===== config.mk =====
export PLATFORM = sky130hd
export DESIGN_NAME = cfg_pkt_ctrl
export DESIGN_NICKNAME = d
export VERILOG_FILES = /design/src/rtl/cfg_pkg.sv /design/src/rtl/cfg_pkt_ctrl.sv
export SDC_FILE = /design/constraint.sdc
export NUM_CORES = 1
export LEC_CHECK = 0
export CORE_AREA = 8 8 95 97
export CTS_CLUSTER_DIAMETER = 80
export DETAILED_ROUTE_END_ITERATION = 10
export DIE_AREA = 0 0 103 105
export DONT_BUFFER_PORTS = 1
export PLACE_DENSITY_LB_ADDON = 0.12
export SLEW_MARGIN = 10
export SYNTH_ARGS = -nofsm -noshare
export SYNTH_HDL_FRONTEND = slang
export SYNTH_SLANG_ARGS = --single-unit

===== constraint.sdc =====
create_clock -name clk -period 2.6 [get_ports clk]
set_clock_uncertainty 0.15 [all_clocks]
set_input_delay 0.26 -clock clk [delete_from_list [all_inputs] [get_ports clk]]
set_output_delay 0.26 -clock clk [all_outputs]
set_load 0.05 [all_outputs]

===== src/rtl/cfg_pkg.sv =====
// Shared constants for the configuration packet controller: op codes, address
// types, default widths, packet field offsets and FSM state encoding.
package cfg_pkg;

  localparam int unsigned CFG_CDW   = 21;
  localparam int unsigned CFG_CAW   = 15;
  localparam int unsigned CFG_LW    = 4;
  localparam int unsigned CFG_PKT_W = 2 + CFG_LW + CFG_CAW + CFG_CDW;
  localparam int unsigned CFG_RSP_W = CFG_CAW + CFG_CDW;

  // Request packet layout: {op, len, addr, data}
  localparam int unsigned PKT_DATA_LSB = 0;
  localparam int unsigned PKT_ADDR_LSB = CFG_CDW;
  localparam int unsigned PKT_LEN_LSB  = CFG_CDW + CFG_CAW;
  localparam int unsigned PKT_OP_LSB   = CFG_CDW + CFG_CAW + CFG_LW;

  typedef enum logic [1:0] {
    OP_NOP = 2'b00,
    OP_WR  = 2'b01,
    OP_RD  = 2'b10,
    OP_RSV = 2'b11
  } op_e;

  localparam logic [2:0] CFG_REG = 3'b000;
  localparam logic [2:0] WGT_MEM = 3'b001;
  localparam logic [2:0] DST_MEM = 3'b010;
  localparam logic [2:0] VM_MEM  = 3'b100;
  localparam logic [2:0] VM_BUF  = 3'b110;

  typedef enum logic [2:0] {
    ST_IDLE,
    ST_WR,
    ST_RD_ISSUE,
    ST_RD_CAPT,
    ST_RD_WAIT
  } state_e;

  function automatic logic addr_type_unmapped(input logic [2:0] t);
    return !(t inside {CFG_REG, WGT_MEM, DST_MEM, VM_MEM, VM_BUF});
  endfunction

endpackage


===== src/rtl/cfg_pkt_ctrl.sv =====
// Turns config request packets into configurator write/read strobes and returns
// read data as response packets. Define CFG_PKT_ERR_EN for error responses.
module cfg_pkt_ctrl
  import cfg_pkg::*;
#(
  parameter int unsigned CDW = CFG_CDW,
  parameter int unsigned CAW = CFG_CAW,
  parameter int unsigned LW  = CFG_LW,
  parameter int unsigned PKT_W = 2 + LW + CAW + CDW,
  parameter int unsigned RSP_W = CAW + CDW
) (
  input  logic             clk,
  input  logic             rst,
  input  logic             pkt_valid,
  output logic             pkt_ready,
  input  logic [PKT_W-1:0] pkt_data,
  output logic             rsp_valid,
  input  logic             rsp_ready,
  output logic [RSP_W-1:0] rsp_data,
  output logic             rsp_err,
  output logic             config_we,
  output logic [CAW-1:0]   config_waddr,
  output logic [CDW-1:0]   config_wdata,
  output logic             config_re,
  output logic [CAW-1:0]   config_raddr,
  input  logic [CDW-1:0]   config_rdata,
  output logic             busy
);

  state_e state_q, state_d;
  logic [CAW-1:0] addr_q, addr_d;
  logic [LW-1:0]  cnt_q, cnt_d;

  logic           we_d, re_d;
  logic [CAW-1:0] waddr_d, raddr_d;
  logic [CDW-1:0] wdata_d;
  logic           rsp_valid_d;
  logic [RSP_W-1:0] rsp_data_d;

  op_e            pkt_op;
  logic [LW-1:0]  pkt_len;
  logic [CAW-1:0] pkt_addr;
  logic [CDW-1:0] pkt_wdata;

  assign pkt_op    = op_e'(pkt_data[PKT_W-1 -: 2]);
  assign pkt_len   = pkt_data[CDW+CAW +: LW];
  assign pkt_addr  = pkt_data[CDW +: CAW];
  assign pkt_wdata = pkt_data[0 +: CDW];

  assign pkt_ready = (state_q == ST_IDLE) && !rst;
  assign busy      = (state_q != ST_IDLE);

`ifdef CFG_PKT_ERR_EN
  logic err_q, err_d;
  logic rsp_err_q, rsp_err_d;
  assign rsp_err = rsp_err_q;
`else
  assign rsp_err = 1'b0;
`endif

  // Every strobe and response field is computed here as the value it takes
  // next cycle, so all config_* and rsp_* outputs leave straight from flops.
  always_comb begin
    state_d     = state_q;
    addr_d      = addr_q;
    cnt_d       = cnt_q;
    we_d        = 1'b0;
    re_d        = 1'b0;
    waddr_d     = config_waddr;
    wdata_d     = config_wdata;
    raddr_d     = config_raddr;
    rsp_valid_d = rsp_valid;
    rsp_data_d  = rsp_data;
`ifdef CFG_PKT_ERR_EN
    err_d       = err_q;
    rsp_err_d   = rsp_err_q;
`endif
    case (state_q)
      ST_IDLE: begin
        if (pkt_valid) begin
          case (pkt_op)
            OP_WR: begin
              state_d = ST_WR;
              we_d    = 1'b1;
              waddr_d = pkt_addr;
              wdata_d = pkt_wdata;
            end
            OP_RD: begin
              state_d = ST_RD_ISSUE;
              re_d    = 1'b1;
              raddr_d = pkt_addr;
              addr_d  = pkt_addr;
              cnt_d   = pkt_len;
`ifdef CFG_PKT_ERR_EN
              err_d   = addr_type_unmapped(pkt_addr[CAW-1 -: 3]);
`endif
            end
`ifdef CFG_PKT_ERR_EN
            OP_RSV: begin
              state_d     = ST_RD_WAIT;
              addr_d      = pkt_addr;
              cnt_d       = '0;
              rsp_valid_d = 1'b1;
              rsp_data_d  = {pkt_addr, {CDW{1'b1}}};
              rsp_err_d   = 1'b1;
            end
`endif
            default: ;
          endcase
        end
      end
      ST_WR:       state_d = ST_IDLE;
      ST_RD_ISSUE: state_d = ST_RD_CAPT;
      ST_RD_CAPT: begin
        state_d     = ST_RD_WAIT;
        rsp_valid_d = 1'b1;
        rsp_data_d  = {addr_q, config_rdata};
`ifdef CFG_PKT_ERR_EN
        rsp_err_d   = err_q;
`endif
      end
      ST_RD_WAIT: begin
        if (rsp_ready) begin
          rsp_valid_d = 1'b0;
`ifdef CFG_PKT_ERR_EN
          rsp_err_d   = 1'b0;
`endif
          if (cnt_q == '0) begin
            state_d = ST_IDLE;
          end else begin
            state_d = ST_RD_ISSUE;
            cnt_d   = cnt_q - 1'b1;
            addr_d  = addr_q + 1'b1;
            raddr_d = addr_q + 1'b1;
            re_d    = 1'b1;
          end
        end
      end
      default: state_d = ST_IDLE;
    endcase
  end

  always_ff @(posedge clk) begin
    if (rst) begin
      state_q      <= ST_IDLE;
      addr_q       <= '0;
      cnt_q        <= '0;
      config_we    <= 1'b0;
      config_re    <= 1'b0;
      config_waddr <= '0;
      config_wdata <= '0;
      config_raddr <= '0;
      rsp_valid    <= 1'b0;
      rsp_data     <= '0;
`ifdef CFG_PKT_ERR_EN
      err_q        <= 1'b0;
      rsp_err_q    <= 1'b0;
`endif
    end else begin
      state_q      <= state_d;
      addr_q       <= addr_d;
      cnt_q        <= cnt_d;
      config_we    <= we_d;
      config_re    <= re_d;
      config_waddr <= waddr_d;
      config_wdata <= wdata_d;
      config_raddr <= raddr_d;
      rsp_valid    <= rsp_valid_d;
      rsp_data     <= rsp_data_d;
`ifdef CFG_PKT_ERR_EN
      err_q        <= err_d;
      rsp_err_q    <= rsp_err_d;
`endif
    end
  end

endmodule


==> run metrics, run 1 <==
Std-Cell Rows 32; largest net degree at the start of global routing 95; cell family with most CP delay buffers and inverters; RSZ-0062 raised after global routing no; FF-to-FF path depth 6; Fmax 413 MHz; Final Instance Count excl. Fillers 667; cell-internal power 1980 uW; cell area after synthesis between 4000 and 5000 um2; clock tree sinks just under 100; CTS tree yes; commonest cells after routing, fill and taps aside nand2_1 (164), dfxtp_1 (97), a21oi_1 (93), dlygate4sd3_1 (60), buf_4 (22); WL per Instance 16.8 um; predominant post-synthesis flop cell dfxtp_1; post-synth top area cell dfxtp_1; Starting Density 0.533; Via density 5.43; Placement Cell Area just over 4000 um2; vias in the first global route about 3.6k; Worst EP required 2750 ps; grt ovf 0; status finished clean; Setup crit start kind register; syn nets 579; post-layout min period between 2000 and 2500 ps; power share of the combinational group 0.103; first-pass GRT wire length 18200 um; PD cells 564 nW/um2; period utilisation layout 0.932; CP max stage cell dlygate4sd3_1; H-tree depth 3; Final setup viols 0; Post-synth EDFFs 0; Area contributors post-synth dfxtp_1 (48%), nand2_1 (15%), a21oi_1 (12%); Reg power frac 0.592; worst slew pin tran 719 ps; initial antenna violation count 0; Synth async-reset ratio 0; R2R Path Start state_q[2]; Post-Place Cells 592; drc violations 0; Max Cap Viol 0; # IOs 160; DR vias 3623; post-synthesis cell type count 48; port bufs 0; crit-path max FO 36; P_sw 765 uW; Area Overhead vs Synth 21.3%; Yosys reg bits 97; Hold Path Class in -> reg; crit-path max cell delay roughly 550 ps; die area between 10000 and 15000 um2; hold violation count in the final report 0; r2r setup slk 180 ps; Syn Inst Count 510; clock-pin slew on the worst setup and hold paths 90 ps; share of cells above drive strength 1 0.0832; CTS buffer count 9; HPWL after DPL 7300 um; Routed WL 11200 um; Setup crit end config_wdata[20]; synthesized area per cell 7.87 um2; max-slew violation count 0; Iteration-0 DRC Markers 188; total global-route track usage 0.207; Core ar. 7530 um2; Final Instance Area ~4900 um2; crit path DAT 2580 ps; buffer depth of the longest clock path 2; remaining antenna violation count 0; Power, Total between 2000 and 3000 uW; Crit. path cell count 6; WS Path Type reg -> reg; die width 103 um; GPL Wtd Cong 0.802; drt pass-1 iters 5; sequential share of the synthesized area 0.484; Switching Share 0.279; critical path cell sequence or3_4 > nor2b_2 > buf_4 > nand2_1 > a21oi_1 > dlygate4sd3_1; Layout Nets 631; crit path from state_q[2]; endpoint class of the critical path register; Warnings, synthesis 0; leakage roughly 0.0017 uW; Synth top area share 0.484; reg-to-reg endpoint config_wdata[20]; worst path bufs/invs 2; Fin Setup TNS 0 ps; worst ir drop on vdd roughly 350 uV; Clock Latency Late Sink roughly 360 ps; Post-CTS Setup Bufs 0; root buffer cell clkbuf_8; # diodes 0; most common cell after layout, fill and taps aside nand2_1; Slew headroom 0.521; Die H 105 um; Clock power frac 0.305
==> power groups by stage <==
stage | combinational (uW) | sequential (uW) | clock, uW
2_1_floorplan | 140 | 1680 | 0
3_3_place_gp | 176 | 1660 | 0
3_5_place_dp | 181 | 1660 | 0
4_1_cts | 281 | 1630 | 875
5_1_grt | 308 | 1630 | 918
6_report | 282 | 1630 | 838
==> worst reg2reg max path, cell delays in order (launching register included) <==
cell,delay [ps]
dfxtp_1,420
or3_4,540
nor2b_2,140
buf_4,340
nand2_1,110
a21oi_1,120
dlygate4sd3_1,550
==> registers in the layout (all words and copies together) (netlist names) <==
signal and flops:
state_q 3, addr_q 15, cnt_q 4, config_we 1, config_waddr 15, rsp_data 36
config_wdata 21, rsp_valid 1, config_re 1
==> kinds of logic (layout without fill, tap and decap cells) <==
logic type               count (synthesis)  after routing  synth area share
AO/OA/AOI/OAI                          134            134             0.189
flip-flops                              97             97             0.484
AND/OR/NAND/NOR                        227            227             0.257
buffers and inverters                   49            104            0.0633
other                                    1              1          0.000934
adder cells (fa/ha/maj)                  2              2           0.00623
==> per-layer routing <==
| metal | track usage | wire length, um |
|---|---|---|
| met1 | 0.241 | 4440 |
| met2 | 0.346 | 5550 |
| met4 | 0.0745 | 215 |
| met3 | 0.0624 | 997 |
| met5 | 0 | 0 |
==> Yosys cell counts, types with 3 or more instances <==
| library cell | count |
|---|---|
| clkbuf_1 | 17 |
| nor2_1 | 12 |
| o21ai_1 | 4 |
| buf_6 | 3 |
| and2_1 | 8 |
| dfxtp_1 | 97 |
| nand3_1 | 7 |
| buf_4 | 8 |
| a21oi_1 | 93 |
| nand2_1 | 164 |
| a21o_1 | 6 |
| inv_1 | 7 |
| o32ai_1 | 3 |
| nand4_1 | 4 |
| nand4b_1 | 3 |
| nor3_1 | 5 |
| o21ai_0 | 8 |
| buf_2 | 14 |
| o211ai_1 | 3 |
| and4_1 | 4 |
==> worst min path at each step <==
stage	start	to	slack, ps	cells after the start
2_1_floorplan	config_rdata[0]	rsp_data[0]	250	2
3_3_place_gp	rst	config_wdata[16]	190	1
3_5_place_dp	rst	config_wdata[20]	190	1
4_1_cts	pkt_data[37]	cnt_q[1]	0.5	2
5_1_grt	rst	addr_q[13]	10	2
6_report	pkt_data[37]	cnt_q[1]	2	2
==> cell type report <==
class	instances	area, um2
clock buffer	9	124
clock inverter	5	33.8
fill	681	2660
inverter	7	26.3
multi-input combinational	364	1820
sequential	97	1940
tap	102	128
timing repair buffer	83	793
==> what timing repair did <==
action                    CTS  global route
hold endpoints to repair   96             0
gates resized for setup     0             0
hold buffers               61             0
==> through the flow <==
| stage | util | setup slack [ps] | hold WS, ps |
|---|---|---|---|
| 6_report | 0.647 | 177 | 2.19 |
| 3_5_place_dp | 0.543 | 447 | 190 |
| 4_1_cts | 0.647 | 180 | 0.522 |
| 3_3_place_gp | 0.543 | 570 | 187 |
| 5_1_grt | 0.647 | 63.4 | 14.5 |
| 2_1_floorplan | - | 448 | 246 |
Power figures use the tool's default switching activity.
==> inputs of run 2 (changes only) <==
==> constraint.sdc (replaced) <==
create_clock -name clk -period 3.1 [get_ports clk]
set_clock_uncertainty 0.15 [all_clocks]
set_input_delay 0.31 -clock clk [delete_from_list [all_inputs] [get_ports clk]]
set_output_delay 0.31 -clock clk [all_outputs]
set_load 0.05 [all_outputs]
==> run metrics, run 2 (synthesis gave the netlist of run 1 again) <==
Clock Latency Late Sink about 350 ps; largest net degree at the start of global routing 95; commonest cells after routing, fill and taps aside nand2_1 (164), dfxtp_1 (97), a21oi_1 (93), dlygate4sd3_1 (59), buf_4 (18); status finished clean; Area Overhead vs Synth 21.2%; Core ar. 7530 um2; worst ir drop on vdd ~230 uV; leakage 0.00170 uW; # diodes 0; Hold EP addr_q[11]; worst slew pin tran 964 ps; RSZ-0062 raised after global routing no; root buffer cell clkbuf_8; GPL Wtd Cong ~0.82; H-tree depth 3; Die H 105 um; vias in the first global route 3439; r2r setup slk roughly 650 ps; Starting Density 0.533; Register Area 1940 um2; hold violation count in the final report 0; max reg flops 36; critical path cell sequence or3_4 > nor2b_2 > buf_4 > nand2_1 > a21oi_1 > dlygate4sd3_1; cts repair resizes 0; PD cells 493 nW/um2; Final setup viols 0; hold buffers post-CTS 60; first-pass GRT wire length ~18000 um; Placement Cell Area 4060 um2; drc violations 0; most common cell after layout, fill and taps aside nand2_1; Setup crit start kind register; HPWL after DPL 7260 um; period utilisation layout 0.790; drt pass-1 iters 4; Fmax 408 MHz; Fillers 665; multi-input combinational cell area 1820 um2; Layout Nets 626; crit-path max cell delay 560 ps; hold_sp pkt_data[32]; CTS tree yes; die width 103 um; remaining antenna violation count 0; Std-Cell Rows 32; Final Instance Count excl. Fillers around 660; Max Cap Viol 0; buffer depth of the longest clock path 2; Post-CTS Setup Bufs 0; Final Instance Area roughly 4900 um2; FF-to-FF path depth 6; max-slew violation count 0; reg-to-reg endpoint config_wdata[17]; Routed WL around 11000 um; Fin Setup TNS 0 ps; Post-Place Cells 588; grt ovf 0; DP Worst Slack 851 ps; port bufs 0; PnR worst setup slack 650 ps; R2R Path Start state_q[2]; CTS buffer count 9; initial antenna violation count 0; Reg with most FFs rsp_data; crit-path max FO 36; Iteration-0 DRC Markers 220; DR vias 3617; crit path DAT 2600 ps; clock-pin slew on the worst setup and hold paths 90 ps; WS Path Type reg -> reg; WL per Instance 16.6 um; # IOs 160; total global-route track usage 0.202; Hold Path Class in -> reg; die area 10800 um2; Worst EP required about 3300 ps; Slew headroom 0.357; CP max stage cell dlygate4sd3_1; post-layout min period 2450 ps; Via density roughly 5.4; share of cells above drive strength 1 0.0783; clock tree sinks 97; endpoint class of the critical path register; Hold Crit Depth 2; Regs by FF count rsp_data (36), config_wdata (21)
==> run 2: changes by cell type in the layout (fill, tap and decap cells not counted), sizes merged <==
cell	previous run	this run
clkinv	2	3
inv	8	9
clkinvlp	2	0
clkbuf	9	10
buf	23	19
dlygate4sd3	60	59
bufinv	0	1
==> run 2: cell type report <==
class	instances	area share
Multi-Input combinational cell	364	0.375
Inverter	7	0.00540
Sequential cell	97	0.399
Clock inverter	6	0.0136
Clock buffer	10	0.0262
Tap cell	102	0.0262
Timing Repair Buffer	78	0.155
==> run 2: metal layers <==
| metal | up-vias | share of wire | global-route usage |
|---|---|---|---|
| met1 | 1678 | 0.37 | 0.211 |
| met3 | 14 | 0.11 | 0.0856 |
| met4 | 0 | 0.017 | 0.0672 |
| met2 | 120 | 0.50 | 0.352 |
| li1 | 1805 | - | - |
| met5 | - | 0 | 0 |
==> run 2: per-stage QoR <==
| stage | total power [uW] | hold slack, ps | util |
|---|---|---|---|
| after detailed placement | 1540 | 240 | 0.539 |
| final | 2400 | 25.2 | 0.647 |
| after global routing | 2490 | 29.8 | 0.647 |
| after floorplan | 1530 | 295 | - |
| after CTS | 2430 | 2.54 | 0.647 |
| after global placement | 1540 | 237 | 0.539 |
==> run 2: how the worst max path moves through the flow <==
stage / startpoint / endpoint / cells after the start
floorplan: addr_q[0] / addr_q[12] / 6
global placement: state_q[2] / addr_q[14] / 4
detailed placement: state_q[2] / addr_q[14] / 4
CTS: state_q[2] / config_wdata[17] / 6
global route: state_q[2] / config_wdata[17] / 6
finish: state_q[2] / config_wdata[17] / 6
==> run 2: power breakdown <==
part | switching [uW] | internal (uW) | leakage [uW] | total, uW
Clock | 425 | 378 | 0.000101 | 803
Sequential | 96.7 | 1270 | 0.000785 | 1370
Combinational | 122 | 102 | 0.000810 | 225
==> run 2: critical path, delay by kind of cell, from the launching register on <==
family	cells	cell delay, ps
flip-flops	1	420
buffers and inverters	2	900
AO/OA/AOI/OAI	1	130
AND/OR/NAND/NOR	3	790
==> inputs of run 3 (changes only) <==
==> constraint.sdc (replaced) <==
create_clock -name clk -period 2.4 [get_ports clk]
set_clock_uncertainty 0.15 [all_clocks]
set_input_delay 0.24 -clock clk [delete_from_list [all_inputs] [get_ports clk]]
set_output_delay 0.24 -clock clk [all_outputs]
set_load 0.05 [all_outputs]
==> run metrics, run 3 (synthesis gave the netlist of run 1 again) <==
status finished clean; GPL Wtd Cong 0.779; Hold Path Class in -> reg; Reg with most FFs rsp_data; Area Overhead vs Synth 22.9%; Max Cap Viol 0; Iteration-0 DRC Markers roughly 140; period utilisation layout 0.888; clock-pin slew on the worst setup and hold paths 90 ps; RSZ-0062 raised after global routing no; leakage between 0.0015 and 0.002 uW; Via density ~5.5; initial antenna violation count 0; r2r setup slk 270 ps; hold_sp pkt_data[23]; Hold EP addr_q[2]; crit path DAT between 2000 and 2500 ps; PnR worst setup slack 270 ps; worst ir drop on vdd 328 uV; grt ovf 0; DR vias 3665; WS Path Type reg -> reg; most common cell after layout, fill and taps aside nand2_1; Worst EP required approximately 2500 ps; Starting Density 0.533; post-layout min period 2130 ps; Clock Latency Late Sink 350 ps; CTS tree yes; HPWL after DPL 7390 um; commonest cells after routing, fill and taps aside nand2_1 (164), dfxtp_1 (97), a21oi_1 (93), dlygate4sd3_1 (61), buf_4 (23); # diodes 0; R2R Path Start cnt_q[0]; Final setup viols 0; reg-to-reg endpoint addr_q[7]; PD cells 639 nW/um2; Std-Cell Rows 32; remaining antenna violation count 0; worst path bufs/invs 2; DP Worst Slack approximately 320 ps; Fmax 469 MHz; largest net degree at the start of global routing 96; first-pass GRT wire length 17900 um; CTS buffer count 9; drc violations 0; cts repair resizes 0; die area 10800 um2; hold violation count in the final report 0; # IOs 160; port bufs 0; Layout Nets 633; endpoint class of the critical path register; critical path cell sequence inv_1 > ha_1 > nor3b_1 > o2bb2ai_1 > buf_4 > a21oi_1 > a211oi_1; crit-path max FO 9; Slew headroom 0.514; Die H 105 um; worst slew pin tran ~730 ps; Final Instance Count excl. Fillers 671; Regs by FF count rsp_data (36), config_wdata (21); vias in the first global route around 3.7k; cell family with most CP delay compound AO/OA/AOI/OAI gates; WL per Instance around 17 um; max-slew violation count 0; total global-route track usage 0.205; max reg flops 36; Hold Crit Depth 3; CP max stage cell o2bb2ai_1; root buffer cell clkbuf_8; Core ar. about 7500 um2; H-tree depth 3; Fin Setup TNS 0 ps; FF-to-FF path depth 7; Setup crit start kind register; drt pass-1 iters 4; share of cells above drive strength 1 0.0861; die width 103 um; Fillers 664; clock tree sinks 97; buffer depth of the longest clock path 2; Routed WL between 10000 and 15000 um; Post-Place Cells about 590; crit-path max cell delay 570 ps
==> run 3: cell types whose count changed in the layout (fill, tap and decap cells not counted) <==
cell,previous run,this run
clkinv_2,2,0
buf_4,18,23
dlygate4sd3_1,59,61
inv_6,2,1
clkbuf_8,9,10
clkinvlp_4,0,2
==> run 3: worst reg2reg max path, cell delays in order (launching register included) <==
cell,delay (ps)
dfxtp_1,360
inv_1,60
ha_1,210
nor3b_1,180
o2bb2ai_1,570
buf_4,260
a21oi_1,60
a211oi_1,200
==> run 3: area by class of cell <==
class	instances	area (um2)	share of cell area
Clock buffer	11	141	0.0287
Clock inverter	5	62.6	0.0127
Inverter	7	26.3	0.00532
Multi-Input combinational cell	364	1820	0.370
Sequential cell	97	1940	0.394
Tap cell	102	128	0.0259
Timing Repair Buffer	85	811	0.164
==> run 3: timing repair <==
| item | 4_1_cts | 5_1_grt |
|---|---|---|
| endpoints found under the hold margin | 96 | 0 |
| hold buffers | 62 | 0 |
| setup buffers | 0 | 0 |
| setup endpoints to repair | 0 | 0 |
==> run 3: power breakdown <==
group / switching [uW] / leakage [uW] / internal [uW] / total (uW)
clock network: 565 / 0.0000962 / 516 / 1080
logic: 174 / 0.000843 / 138 / 312
registers: 116 / 0.000785 / 1650 / 1760
total: 855 / 0.00172 / 2300 / 3160
==> run 3: layer usage <==
layer	global-route usage	vias to the layer above	share of wire
met1	0.222	1719	0.40
met4	0.0714	0	0.019
met2	0.360	109	0.50
met3	0.0683	18	0.086
met5	0	-	0
li1	-	1819	-
==> run 3: worst max path at each step <==
stage | from | endpoint | slack [ps] | cells past startpoint
finish | cnt_q[0] | addr_q[7] | 270 | 7
global route | cnt_q[0] | addr_q[7] | 60 | 7
floorplan | addr_q[0] | addr_q[12] | 250 | 6
CTS | cnt_q[0] | addr_q[7] | 280 | 7
detailed placement | state_q[2] | addr_q[7] | 320 | 5
global placement | cnt_q[0] | addr_q[7] | 370 | 7
==> run 3: through the flow <==
| stage | util | instance area [um2] | hold slack, ps | total power (uW) |
|---|---|---|---|---|
| 6_report | 0.656 | 4930 | 50.8 | 3160 |
| 5_1_grt | 0.656 | 4930 | 57.4 | 3270 |
| 4_1_cts | 0.656 | 4930 | 39.7 | 3180 |
| 3_5_place_dp | 0.544 | 4090 | 169 | 2000 |
| 3_3_place_gp | 0.544 | 4090 | 167 | 1990 |
| 2_1_floorplan | - | 4020 | 226 | 1970 |
